File: src/rtl/i2c_slave_rx.sv
// ---------------------------------------------------------------------------
// i2c_slave_rx
//   Write-only I2C slave receiver. SCL/SDA are oversampled on clk, START,
//   repeated START and STOP are detected, the 7-bit address is matched
//   against SLAVE_ADDR, and the address plus every data byte is ACKed.
//   NUM_BYTE bytes are assembled into one word and presented with a
//   single-cycle rx_valid pulse. Read requests and extra bytes are NACKed.
//
// Ports
//   clk        system clock (>= 8x SCL rate)
//   rst        asynchronous active-low reset
//   i2c_SCL_i  SCL line value
//   i2c_SDA_i  SDA line value
//   i2c_SDA_w  SDA output enable (1 = drive)
//   i2c_SDA_o  SDA drive value (always 0)
//   rx_valid   one-cycle pulse, rx_data holds a complete transaction
//   rx_data    received word, first byte on the bus in the top byte
//   rx_err     one-cycle pulse, transaction aborted by STOP/START
//   busy       high from a matched address until STOP
//   state_o    current FSM state (debug)
//
// Handshake: rx_valid is a pure strobe with no ready; the consumer must take
//   rx_data in the cycle rx_valid is high (rx_data also holds until the next
//   complete transaction).
// ---------------------------------------------------------------------------
module i2c_slave_rx #(
  parameter logic [6:0] SLAVE_ADDR = 7'b0011010,
  parameter int         NUM_BYTE   = 4,
  parameter int         BYTE_SIZE  = 8,
  parameter int         DATA_WIDTH = NUM_BYTE * BYTE_SIZE
) (
  input  logic                  clk,
  input  logic                  rst,
  input  logic                  i2c_SCL_i,
  input  logic                  i2c_SDA_i,
  output logic                  i2c_SDA_w,
  output logic                  i2c_SDA_o,
  output logic                  rx_valid,
  output logic [DATA_WIDTH-1:0] rx_data,
  output logic                  rx_err,
  output logic                  busy,
  output logic [2:0]            state_o
);

  localparam int BCW = $clog2(BYTE_SIZE);
  localparam int NCW = $clog2(NUM_BYTE + 1);
  localparam logic [BCW-1:0] BIT_LAST  = BCW'(BYTE_SIZE - 1);
  localparam logic [NCW-1:0] BYTE_LAST = NCW'(NUM_BYTE - 1);

  typedef enum logic [2:0] {
    S_IDLE      = 3'd0,
    S_ADDR      = 3'd1,
    S_ADDR_ACK  = 3'd2,
    S_DATA      = 3'd3,
    S_DATA_ACK  = 3'd4,
    S_WAIT_STOP = 3'd5
  } state_e;

  // Input conditioning: two synchronizer flops plus one history flop each.
  logic scl_s1_q, scl_s2_q, scl_h_q;
  logic sda_s1_q, sda_s2_q, sda_h_q;

  always_ff @(posedge clk or negedge rst) begin
    if (!rst) begin
      scl_s1_q <= 1'b1;
      scl_s2_q <= 1'b1;
      scl_h_q  <= 1'b1;
      sda_s1_q <= 1'b1;
      sda_s2_q <= 1'b1;
      sda_h_q  <= 1'b1;
    end else begin
      scl_s1_q <= i2c_SCL_i;
      scl_s2_q <= scl_s1_q;
      scl_h_q  <= scl_s2_q;
      sda_s1_q <= i2c_SDA_i;
      sda_s2_q <= sda_s1_q;
      sda_h_q  <= sda_s2_q;
    end
  end

  logic scl_rise, scl_fall, sda_rise, sda_fall, start_det, stop_det;

  assign scl_rise  =  scl_s2_q & ~scl_h_q;
  assign scl_fall  = ~scl_s2_q &  scl_h_q;
  assign sda_rise  =  sda_s2_q & ~sda_h_q;
  assign sda_fall  = ~sda_s2_q &  sda_h_q;
  // SCL must be stably high across the SDA edge for a bus condition.
  assign start_det = sda_fall & scl_s2_q & scl_h_q;
  assign stop_det  = sda_rise & scl_s2_q & scl_h_q;

  state_e                state_q, state_d;
  logic [BCW-1:0]        bit_cnt_q, bit_cnt_d;
  logic [NCW-1:0]        byte_cnt_q, byte_cnt_d;
  logic [BYTE_SIZE-2:0]  shift_q, shift_d;
  logic [DATA_WIDTH-1:0] word_q, word_d;
  logic [DATA_WIDTH-1:0] rx_data_q, rx_data_d;
  logic                  sda_w_q, sda_w_d;
  logic                  ack_hold_q, ack_hold_d;
  logic                  rx_valid_q, rx_valid_d;
  logic                  rx_err_q, rx_err_d;
  logic                  busy_q, busy_d;

  // Byte including the bit being sampled this cycle.
  logic [BYTE_SIZE-1:0] byte_in;
  assign byte_in = {shift_q, sda_s2_q};

  always_ff @(posedge clk or negedge rst) begin
    if (!rst) begin
      state_q    <= S_IDLE;
      bit_cnt_q  <= '0;
      byte_cnt_q <= '0;
      shift_q    <= '0;
      word_q     <= '0;
      rx_data_q  <= '0;
      sda_w_q    <= 1'b0;
      ack_hold_q <= 1'b0;
      rx_valid_q <= 1'b0;
      rx_err_q   <= 1'b0;
      busy_q     <= 1'b0;
    end else begin
      state_q    <= state_d;
      bit_cnt_q  <= bit_cnt_d;
      byte_cnt_q <= byte_cnt_d;
      shift_q    <= shift_d;
      word_q     <= word_d;
      rx_data_q  <= rx_data_d;
      sda_w_q    <= sda_w_d;
      ack_hold_q <= ack_hold_d;
      rx_valid_q <= rx_valid_d;
      rx_err_q   <= rx_err_d;
      busy_q     <= busy_d;
    end
  end

  always_comb begin
    state_d    = state_q;
    bit_cnt_d  = bit_cnt_q;
    byte_cnt_d = byte_cnt_q;
    shift_d    = shift_q;
    word_d     = word_q;
    rx_data_d  = rx_data_q;
    sda_w_d    = sda_w_q;
    ack_hold_d = ack_hold_q;
    rx_valid_d = 1'b0;
    rx_err_d   = 1'b0;
    busy_d     = busy_q;

    if (start_det || stop_det) begin
      // Bus conditions override whatever the FSM was doing.
      if (state_q == S_ADDR_ACK || state_q == S_DATA || state_q == S_DATA_ACK)
        rx_err_d = 1'b1;
      state_d    = start_det ? S_ADDR : S_IDLE;
      bit_cnt_d  = '0;
      byte_cnt_d = '0;
      word_d     = '0;
      sda_w_d    = 1'b0;
      ack_hold_d = 1'b0;
      if (stop_det) busy_d = 1'b0;
    end else begin
      unique case (state_q)
        S_IDLE: ;

        S_ADDR: begin
          if (scl_rise) begin
            shift_d = byte_in[BYTE_SIZE-2:0];
            if (bit_cnt_q == BIT_LAST) begin
              bit_cnt_d = '0;
              if (byte_in[BYTE_SIZE-1 -: 7] == SLAVE_ADDR && !byte_in[0]) begin
                state_d = S_ADDR_ACK;
                busy_d  = 1'b1;
              end else begin
                state_d = S_WAIT_STOP;
              end
            end else begin
              bit_cnt_d = bit_cnt_q + 1'b1;
            end
          end
        end

        S_DATA: begin
          if (scl_rise) begin
            shift_d = byte_in[BYTE_SIZE-2:0];
            if (bit_cnt_q == BIT_LAST) begin
              bit_cnt_d = '0;
              // Bytes arrive in order, so shifting left leaves the first
              // byte in the top position once the word is full.
              word_d  = (word_q << BYTE_SIZE) | DATA_WIDTH'(byte_in);
              state_d = S_DATA_ACK;
            end else begin
              bit_cnt_d = bit_cnt_q + 1'b1;
            end
          end
        end

        // ACK: first SCL fall after the 8th bit grabs SDA, the next fall
        // (after the ACK clock high phase) releases it.
        S_ADDR_ACK, S_DATA_ACK: begin
          if (scl_fall) begin
            if (!ack_hold_q) begin
              sda_w_d    = 1'b1;
              ack_hold_d = 1'b1;
            end else begin
              sda_w_d    = 1'b0;
              ack_hold_d = 1'b0;
              if (state_q == S_ADDR_ACK) begin
                state_d = S_DATA;
              end else begin
                byte_cnt_d = byte_cnt_q + 1'b1;
                if (byte_cnt_q == BYTE_LAST) begin
                  rx_valid_d = 1'b1;
                  rx_data_d  = word_q;
                  state_d    = S_WAIT_STOP;
                end else begin
                  state_d = S_DATA;
                end
              end
            end
          end
        end

        S_WAIT_STOP: ;

        default: state_d = S_IDLE;
      endcase
    end
  end

  assign i2c_SDA_w = sda_w_q;
  assign i2c_SDA_o = 1'b0;
  assign rx_valid  = rx_valid_q;
  assign rx_data   = rx_data_q;
  assign rx_err    = rx_err_q;
  assign busy      = busy_q;
  assign state_o   = state_q;

endmodule

File: config.mk
export PLATFORM = sky130hd
export DESIGN_NAME = i2c_slave_rx
export DESIGN_NICKNAME = d
export VERILOG_FILES = /design/src/rtl/i2c_slave_rx.sv
export SDC_FILE = /design/constraint.sdc
export NUM_CORES = 1
export LEC_CHECK = 0
export ABC_AREA = 1
export CAP_MARGIN = 20
export CORE_MARGIN = 3
export CORE_UTILIZATION = 40
export DETAILED_ROUTE_END_ITERATION = 16
export PLACE_DENSITY = 0.57
export SYNTH_ARGS = -nofsm -noshare
export SYNTH_HDL_FRONTEND = slang
export SYNTH_SLANG_ARGS = --single-unit
export TNS_END_PERCENT = 1
File: constraint.sdc
create_clock -name clk -period 2.5 [get_ports clk]
set_input_delay 0.375 -clock clk [delete_from_list [all_inputs] [get_ports clk]]
set_output_delay 0.375 -clock clk [all_outputs]
set_load 0.01 [all_outputs]
==> Word-level counts from Yosys, hierarchy flattened <==
Cells that the tools add are included.
Widths: inputs -> output; s select.
{ "classes": {"add_sub_neg": 2, "eq_ne": 17, "n_mux": 43, "bitwise_logic": 15, "n_reduce_logical": 26} }
{ "ops": {"columns": ["op", "count"], "rows": [
  ["$mux 32", 4],
  ["$mux 3", 19],
  ["$or 32x8->32", 1],
  ["$mux 1", 19],
  ["$reduce_bool 2->1", 9],
  ["$ne 3x3->1 const B", 5],
  ["$pmux 3 s4", 1],
  ["$eq 3x2->1 const B", 3],
  ["$eq 3x3->1 const B", 3],
  ["$and 1x1->1", 8],
  ["$eq 7x5->1 const B", 1],
  ["$reduce_and 7->1", 1],
  ["$add 3x1->3 const B", 2],
  ["$not 1->1", 6],
  ["$reduce_and 3->1", 2],
  ["$reduce_and 6->1", 1],
  ["$reduce_or 2->1", 3],
  ["$reduce_and 5->1", 1],
  ["$ne 2x2->1 const B", 2],
  ["$reduce_and 2->1", 2],
  ["$reduce_and 4->1", 1],
  ["$eq 3x1->1 const B", 1],
  ["$logic_not 3->1", 1],
  ["$logic_or 1x1->1", 3],
  ["4 further kinds", 4]
]} }
{ "totals": {"regBits": 90, "in_bits": 4, "output_inout_bits": 40} }

==> Longest topological paths before layout <==
{ "logic_depth": {"depth_word": 7, "depth_mapped": 10, "ltp_nobuf": 10} }

==> Worst setup path after synthesis <==
No wires, ideal clock.
{ "synth_path": {"kind": "reg2reg", "startpoint": "register bit_cnt_q[0]", "endpoint": "register word_q[10]", "setup_time_ns": 0.118, "arrival_ns": 1.425, "path_slack_ns": 0.957, "stages_incl_launch_ff": 11, "synth_period_minus_slack_ns": 1.543, "path_cell_list": "dfrtp_1 ha_1 ha_1 inv_1 nor2_1 nand2_2 nand2_2 buf_6 buf_8 nand3_2 o21ai_2"} }
{ "synth_via": {"elab_chain_cells": 3} }
{ "synth_lines": {"columns": ["item", "line_no", "rtl"], "rows": [
  ["start, declared", "92", "logic [BCW-1:0] bit_cnt_q, bit_cnt_d;"],
  ["start signal, assigned", "122", "bit_cnt_q <= bit_cnt_d;"],
  ["$eq 3x3->1", "183", "if (bit_cnt_q == BIT_LAST) begin"],
  ["$reduce_bool 2->1 (no line)", null, null],
  ["$reduce_and 3->1 (no line)", null, null],
  ["end signal, assigned", "125", "word_q <= word_d;"],
  ["end, declared", "95", "logic [DATA_WIDTH-1:0] word_q, word_d;"]
]} }
No other way between the ends.
A chain may end at the register's enable or synchronous reset.

==> Worst setup path after layout <==
{ "layout_path": {"startpoint": "register sda_s2_q", "endpoint": "register word_q[25]"} }
{ "layout_via": {"elab_chain_cells": 7} }
{ "layout_lines": {"columns": ["item", "line_no", "rtl"], "rows": [
  ["start, declared", "61", "logic sda_s1_q, sda_s2_q, sda_h_q;"],
  ["start signal, assigned", "76", "sda_s2_q <= sda_s1_q;"],
  ["$not 1->1", "86", "assign sda_fall = ~sda_s2_q & sda_h_q;"],
  ["$and 1x1->1", "86", null],
  ["$and 1x1->1 (2 in series)", "88", "assign start_det = sda_fall & scl_s2_q & scl_h_q;"],
  ["$logic_or 1x1->1 *", "148", "if (start_det || stop_det) begin"],
  ["$reduce_bool 2->1 (no line)", null, null],
  ["$reduce_and 3->1 (no line)", null, null]
]} }
Mark *: on every way between the ends. The rest lies on a longest branch, timed or not.

==> results.sh <==
export IMPL_status="complete, no violations"
export IMPL_drt_wirelength_per_cell_um=14.1
export IMPL_syn_area_um2=3760
export IMPL_grt_antenna_before_repair=0
export IMPL_clk_latency_ns=0.36
export IMPL_finalSetupViolations=0
export IMPL_place_ws_ns=0.590
export IMPL_fin_ws_ns=0.586
export IMPL_place_hpwl_mm=5.12
export IMPL_cp_data_required_time_ns=2.78
export IMPL_syn_inst=380
export IMPL_ys_flop_type="dfrtp_1"
export IMPL_hold_violations=0
export IMPL_cp_arrival_ns=2.20
export IMPL_cp_slowest_cell="dfstp_2"
export IMPL_grt_max_degree=55
export IMPL_setup_tns_ns=0
export IMPL_use_met3_pct=3.32
export IMPL_synth_xor_area_share_pct=0.233
export IMPL_worst_path_stages=9
export IMPL_cts_resized=0
export IMPL_async_flop_share_pct=100
export IMPL_cts_root_buffer="clkbuf_8"
export IMPL_ys_seq_elements=90
export IMPL_syn_nets=388
export IMPL_muxShareOfSynthArea_pct=0
export IMPL_final_period_utilization_pct=76.6
export IMPL_synthSimpleGateAreaFrac_pct=17.9
export IMPL_die_x_um=103
export IMPL_synth_commonest_cells="dfrtp_1, nand2_1, nand3_1"
export IMPL_whs_ns=0.0594
export IMPL_p_per_area_nw_per_um2=718
export IMPL_rsz0062_at_grt="false"
export IMPL_clock_sinks=90
export IMPL_post_cts_buffers=0
export IMPL_tightest_slew_ns=0.703
export IMPL_maxSlewViolCount=0
export IMPL_grtUsageMet1_pct=23.3
export IMPL_synth_area_leaders="dfrtp_1, nand2_1, nand3_1, dfstp_2, inv_1"
export IMPL_start_util_pct=42.1
export IMPL_ir_drop_mv=0.280
export IMPL_grt_busiest_layer="met1"
export IMPL_dieArea_um2=10600
export IMPL_p_leak_nw=2.06
export IMPL_rows=34
export IMPL_yosys_warnings=0
export IMPL_area_delta_synth_final_pct=18.7
export IMPL_synth_area_leader_cell="dfrtp_1"
export IMPL_path_delay_family="simple AND/OR/NAND/NOR gates"
export IMPL_firstDrtPassIters=4
export IMPL_yosysTopAreaCellShare_pct=55.9
export IMPL_cap_viol_max_count=0
export IMPL_gp_congestion=0.775
export IMPL_seq_area_frac_synth_pct=60.1
export IMPL_portBuffers=42
export IMPL_cts_made_buffers=9
export IMPL_viasPerCell=5.00
export IMPL_num_vias=2653
export IMPL_fin_nets=426
export IMPL_ys_types=28
export IMPL_synth_compound_area_share_pct=12.8
export IMPL_synth_edf_count=0
export IMPL_synth_adder_area_share_pct=1.33
export IMPL_ctsHtreeMaxLevel=3
export IMPL_routed_wl_mm=7.47
export IMPL_ant_nets=0
export IMPL_period_needed_ns=1.91
export IMPL_fin_skew_ns=0.0108
export IMPL_ff2ff_path_depth=9
export IMPL_track_usage_pct=15.7
export IMPL_io_pins=44
export IMPL_avgSynthCellArea_um2=9.89
export IMPL_cts_tree="yes"
export IMPL_synth_top_family_by_area="simple AND/OR/NAND/NOR gates"
export IMPL_grt_pass1_vias=2541
export IMPL_worstSetupPathType="reg -> reg"
export IMPL_grt_overflow_total=0
export IMPL_end_kind="flop"
export IMPL_clk_pin_slew_ns=0.09
export IMPL_worst_path_buf_inv=3
export IMPL_holdCritPathClass="in -> async"
export IMPL_cp_max_fo=39
export IMPL_clockBufferDepth=2
export IMPL_die_y_um=103
export IMPL_core_um2=8930
export IMPL_drt_iter0_markers=96
export IMPL_grt_pass1_wl_mm=13.0
export IMPL_drc=0
export IMPL_critPathLaunchType="flop"
export IMPL_power_total_mw=3.21
export IMPL_cp_slowest_stage_delay_ns=0.54
export IMPL_rrSetupSlack_ns=0.59
export IMPL_crit_chain="inv_1 -> nor2_1 -> nand3_1 -> nand2_2 -> inv_2 -> nand2_2 -> buf_12 -> nand3_1 -> o21ai_1"
export IMPL_grtUsageMet2_pct=22.5
export IMPL_ctsHoldBuffers=0
export IMPL_drive_gt1_share_pct=14.7
export IMPL_fmax_ghz=0.523
export IMPL_antennaDiodeCount=0
export IMPL_slew_headroom_pct=53.1
export IMPL_yosysMostFrequentCell="dfrtp_1"
kinds of logic (layout without fill, tap and decap cells):
group	Yosys count	in the layout
simple gates	141	141
flops	90	90
compound gates	81	81
buf+inv	62	105
fa+ha+maj	4	4
other cells	1	1
xor+xnor	1	1
through the flow:
stage / utilization, % / instance area [µm²] / cells
final: 49.9 / 4460 / 531
after global routing: 49.9 / 4460 / 531
after CTS: 49.9 / 4460 / 531
after detailed placement: 47.8 / 4270 / 515
after global placement: 47.8 / 4270 / 515
after floorplan: - / 3760 / 380
final timing paths:
path / from / endpoint
setup / recovery: sda_s2_q / word_q[25]
hold / removal: rst / rx_err
setup reg to reg: sda_s2_q / word_q[25]
hold reg to reg: scl_s1_q / scl_s2_q
max in group asynchronous: rst / rx_data[21]
min in group clk: scl_s1_q / scl_s2_q
power breakdown:
| group | leakage [nW] | switching (mW) | total (mW) | internal (mW) |
|---|---|---|---|---|
| logic | 0.749 | 0.347 | 0.550 | 0.203 |
| clock network | 0.0925 | 0.516 | 0.979 | 0.464 |
| registers | 1.22 | 0.101 | 1.68 | 1.57 |
| total | 2.06 | 0.963 | 3.21 | 2.24 |
metal layers:
| metal | wire [µm] | share of wire, % |
|---|---|---|
| met1 | 3760 | 50 |
| met4 | 82 | 1.1 |
| met3 | 263 | 3.5 |
| met5 | 0 | 0 |
| met2 | 3370 | 45 |
sequential cells by signal, summed over array words and instances (netlist names), 3 cells and up:
signal	count
bit_cnt_q	3
word_q	32
byte_cnt_q	3
rx_data	32
shift_q	7
state_o	3
area by class of cell:
| cell class | count | area [µm²] |
|---|---|---|
| fillers | 833 | 4470 |
| flip-flops and latches | 90 | 2260 |
| multi-input cells | 228 | 1220 |
| repair buffers | 48 | 500 |
| inverters | 41 | 154 |
| well taps | 108 | 135 |
| clock buffers | 10 | 128 |
| clock inverters | 6 | 67.6 |
cells in the final DEF, fill, tap and decap left out, drive strengths merged, types with 2 or more instances in the layout:
cell / instances
a21oi: 21
buf: 7
clkbuf: 10
clkdlybuf4s50: 41
clkinv: 3
clkinvlp: 2
dfrtp: 84
dfstp: 6
ha: 4
inv: 41
nand2: 60
nand3: 46
nand4: 2
nor2: 31
o21ai: 45
o31ai: 14
(Power assumes the default switching activity.)
